### src/rtl/adc_serial_capture.sv
// adc_serial_capture: per START, pulses CNV, then clocks S bits MSB-first off SDO and strobes VALID with the new word.
// Optional sticky overrun flag OVR is built when ADC_CAP_OVR_EN is defined.
module adc_serial_capture #(
    parameter int S           = 12,
    parameter int CLK_DIV     = 2,
    parameter int CONV_CYCLES = 80
) (
    input  logic         CLK,
    input  logic         CLR,
    input  logic         START,
    input  logic         SDO,
    output logic         CNV,
    output logic         CS_N,
    output logic         SCK,
    output logic [S-1:0] DATA,
    output logic         VALID,
    output logic         BUSY
`ifdef ADC_CAP_OVR_EN
    ,
    output logic         OVR
`endif
);
    localparam int CW = $clog2(CONV_CYCLES + 1);
    localparam int DW = $clog2(CLK_DIV + 1);
    localparam int BW = $clog2(S + 1);

    typedef enum logic [1:0] {IDLE, CONV, SHIFT, DONE} state_t;

    state_t        state;
    logic [CW-1:0] conv_cnt;
    logic [DW-1:0] div_cnt;
    logic [BW-1:0] bit_cnt;
    logic [S-1:0]  shreg;

    // NOTE: all state uses non-blocking assignments so every register sees pre-edge values, whatever the statement order.
    always_ff @(posedge CLK) begin
        if (CLR) begin
            state    <= IDLE;
            CNV      <= 1'b0;
            CS_N     <= 1'b1;
            SCK      <= 1'b0;
            DATA     <= '0;
            VALID    <= 1'b0;
            BUSY     <= 1'b0;
            conv_cnt <= '0;
            div_cnt  <= '0;
            bit_cnt  <= '0;
            // NOTE: the shift register is cleared too, so a half-received word cannot leak into a later capture.
            shreg    <= '0;
`ifdef ADC_CAP_OVR_EN
            OVR      <= 1'b0;
`endif
        end else begin
`ifdef ADC_CAP_OVR_EN
            if (START && BUSY)
                OVR <= 1'b1;
`endif
            case (state)
                IDLE: begin
                    if (START) begin
                        state    <= CONV;
                        CNV      <= 1'b1;
                        BUSY     <= 1'b1;
                        conv_cnt <= '0;
                    end
                end
                CONV: begin
                    if (conv_cnt == CW'(CONV_CYCLES - 1)) begin
                        state   <= SHIFT;
                        CNV     <= 1'b0;
                        CS_N    <= 1'b0;
                        SCK     <= 1'b0;
                        div_cnt <= '0;
                        bit_cnt <= '0;
                        shreg   <= '0;
                    end else begin
                        conv_cnt <= conv_cnt + CW'(1);
                    end
                end
                SHIFT: begin
                    // Each half-phase lasts CLK_DIV cycles; SDO is taken on the edge that raises SCK.
                    if (div_cnt == DW'(CLK_DIV - 1)) begin
                        div_cnt <= '0;
                        if (!SCK) begin
                            SCK   <= 1'b1;
                            shreg <= {shreg[S-2:0], SDO};
                        end else if (bit_cnt == BW'(S - 1)) begin
                            state <= DONE;
                            SCK   <= 1'b0;
                            CS_N  <= 1'b1;
                            DATA  <= shreg;
                            VALID <= 1'b1;
                        end else begin
                            SCK     <= 1'b0;
                            bit_cnt <= bit_cnt + BW'(1);
                        end
                    end else begin
                        div_cnt <= div_cnt + DW'(1);
                    end
                end
                DONE: begin
                    state <= IDLE;
                    VALID <= 1'b0;
                    BUSY  <= 1'b0;
                end
                default: state <= IDLE;
            endcase
        end
    end
endmodule

### config.mk
export PLATFORM = sky130hd
export DESIGN_NAME = adc_serial_capture
export DESIGN_NICKNAME = d
export VERILOG_FILES = /design/src/rtl/adc_serial_capture.sv
export SDC_FILE = /design/constraint.sdc
export NUM_CORES = 1
export LEC_CHECK = 0
export CAP_MARGIN = 5
export CELL_PAD_IN_SITES_DETAIL_PLACEMENT = 0
export CELL_PAD_IN_SITES_GLOBAL_PLACEMENT = 2
export CORE_UTILIZATION = 35
export CTS_CLUSTER_DIAMETER = 60
export CTS_CLUSTER_SIZE = 28
export DETAILED_ROUTE_END_ITERATION = 10
export PLACE_DENSITY_LB_ADDON = 0.1
export SETUP_SLACK_MARGIN = 0.2
export SYNTH_ARGS = -nofsm -noshare
export SYNTH_HDL_FRONTEND = slang
export SYNTH_SLANG_ARGS = --single-unit
### constraint.sdc
create_clock -name CLK -period 2.15 [get_ports CLK]
set_input_delay 0.5375 -clock CLK [delete_from_list [all_inputs] [get_ports CLK]]
set_output_delay 0.5375 -clock CLK [all_outputs]
set_load 0.01 [all_outputs]
==> qor.csv <==
metric,value,unit
outcome,completed,
clockBufferDepth,2,
grt_pass1_vias,1545,
async_flop_share,0,%
timing.hold.ws,482,ps
timing.slew.headroom,72.4,%
antenna_found_initial,0,
core,5240,um^2
numCtsBuffers,5,
io_buffers,20,
synthFlopType,dfxtp_1,
rsz0062_at_grt,false,
cp_num_buf_inv,1,
die_h,76.7,um
syn_inst,201,
drt-total-wl,4.34,mm
mostFrequentLayoutCell,dfxtp_1,
drv_cap,0,
layout_common_cells,"dfxtp_1, nor2_1, clkdlybuf4s50_1",
leakage,0.000982,uW
arrival,1330,ps
path_delay_family,buffers and inverters,
crit_path_max_incr_delay,580,ps
num_antenna_cells,0,
fin_skew,7.23,ps
hold_viol,0,
syn_nets,211,
avgSynthCellArea,9.72,um^2
crit_required,1610,ps
boundaryPins,21,
antenna_left,0,
slowest_stage,clkdlybuf4s50_1,
cp-start-kind,register,
p_per_area,891,nW/um^2
fin_crit_sh,86.8,%
synth_cell_types,47,
viasPerCell,5.35,
cts_sinks,44,
seq_area_frac_synth,45.1,%
cts_tree,done,
hpwl,3.09,mm
fillCellCount,521,
clkLatencyLatePin,300,ps
ys_seq_elements,44,
fmax,0.536,GHz
period_minus_slack,1870,ps
root_buffer,clkbuf_8,
hold_buffers,0,
dp_cells,292,
overflow,0,
final_layout_size_suffix_gt1_share,16.5,%
syn_area,1950,um^2
start_util,37.3,%
multi_input_area,995,um^2
final_area,2390,um^2
grt_use_total,16.1,%
crit_fanout,7,
cp-end-kind,primary output,
hold_class,register to register,
drt-initial-drc-count,75,
worstMarginPinSlew,413,ps
crit_type,register to primary output,
grt_first_pass_wirelength,7.47,mm
nNetsFinal,239,
layout.area.seq,881,um^2
syn_to_final_growth,22.3,%
crit_chain,clkdlybuf4s50_1,
grt_start_max_net_pins,21,
h-tree-depth,2,
drv_slew,0,
synth_edf_count,0,
vdd_ir_drop_max,0.392,mV
final.setup.tns,0,ps
firstDrtPassIters,4,
ys_warn_count,0,
path_clk_slew,80,ps
num_rows,26,
setup_viol,0,
drc,0,
vias,1605,
die-area,5890,um^2
placed_area,2260,um^2
die_w,76.7,um
globalplace.congestion,0.801,
total_power,2130,uW
finalNonFillerCells,300,
wl_per_cell,14.5,um
[cells by family after synthesis]
group	count (synthesis)	synth area share (%)
buffers and inverters	17	4.61
DFF	44	45.1
adders and majority gates	6	3.84
and+or+nand+nor	68	18.2
AOI/OAI and AO/OA	51	20.5
muxes	15	7.75
[per-layer routing]
metal / global-route usage [%] / routed length (um) / part of all wire (%) / vias to the layer above
li1: - / - / - / 790
met1: 22.5 / 2210 / 51 / 776
met2: 23.3 / 1910 / 44 / 32
met3: 4.52 / 166 / 3.8 / 7
met4: 5.77 / 62 / 1.4 / 0
met5: 0 / 0 / 0 / -
[final timing paths]
| path | to | startpoint | slack, ps | cells past startpoint |
|---|---|---|---|---|
| max | SCK | SCK$_SDFFE_PP0P_ | 280 | 1 |
| min reg2reg | div_cnt[1]$_SDFFE_PP0P_ | div_cnt[1]$_SDFFE_PP0P_ | 480 | 1 |
| min | div_cnt[1]$_SDFFE_PP0P_ | div_cnt[1]$_SDFFE_PP0P_ | 480 | 1 |
| max reg2reg | state[0]$_SDFFE_PP0P_ | conv_cnt[0]$_SDFFE_PP0P_ | 380 | 6 |
[synthesized netlist by cell type, types with 2 or more instances]
library cell	number	area, um^2
inv_1	8	30.0
a21oi_1	7	35.0
a31oi_1	2	12.5
nand2b_1	2	12.5
o21ai_0	6	30.0
o32ai_1	2	17.5
mux2i_1	14	140
a21o_1	2	15.0
nand4bb_1	2	22.5
nor2_1	25	93.8
nand4_1	2	12.5
dfxtp_1	44	881
clkbuf_1	3	11.3
and3_1	2	12.5
ha_1	6	75.1
a22oi_1	2	15.0
buf_6	3	33.8
buf_2	3	15.0
a22o_2	11	110
or3_1	3	18.8
nand3_1	9	45.0
nand2_1	13	48.8
o21a_1	5	37.5
o211ai_1	2	15.0
[stage by stage]
stage	setup WS (ps)	util, %
2_1_floorplan	531	-
3_3_place_gp	44.2	43.1
3_5_place_dp	-23.9	43.1
4_1_cts	303	45.5
5_1_grt	225	45.6
6_report	285	45.6
[registers in the layout, indices dropped and copies added (netlist names)]
register	cells
BUSY	1
CNV	1
CS_N	1
DATA	12
SCK	1
VALID	1
bit_cnt	4
conv_cnt	7
div_cnt	2
shreg	12
state	2
[where the power goes]
group          leakage [uW]  switching (uW)  internal (uW)  total, uW
registers          0.000355            35.9            859        895
clock network     0.0000614             287            380        666
logic              0.000565             335            234        569
[final cells by class]
cell class                 count  share of cell area, %
multi-input combinational    140                   41.6
sequential                    44                   36.9
timing repair buffer          30                   11.5
tap                           70                   3.66
clock buffer                   6                   3.46
clock inverter                 2                   1.62
inverter                       8                   1.26
[timing repair]
action                     4_1_cts  5_1_grt
pin swaps                        0        0
setup buffers                    0        0
gates resized for setup          1        2
setup endpoints to repair       12       12
No activity file was read; power rests on OpenSTA's default activity.
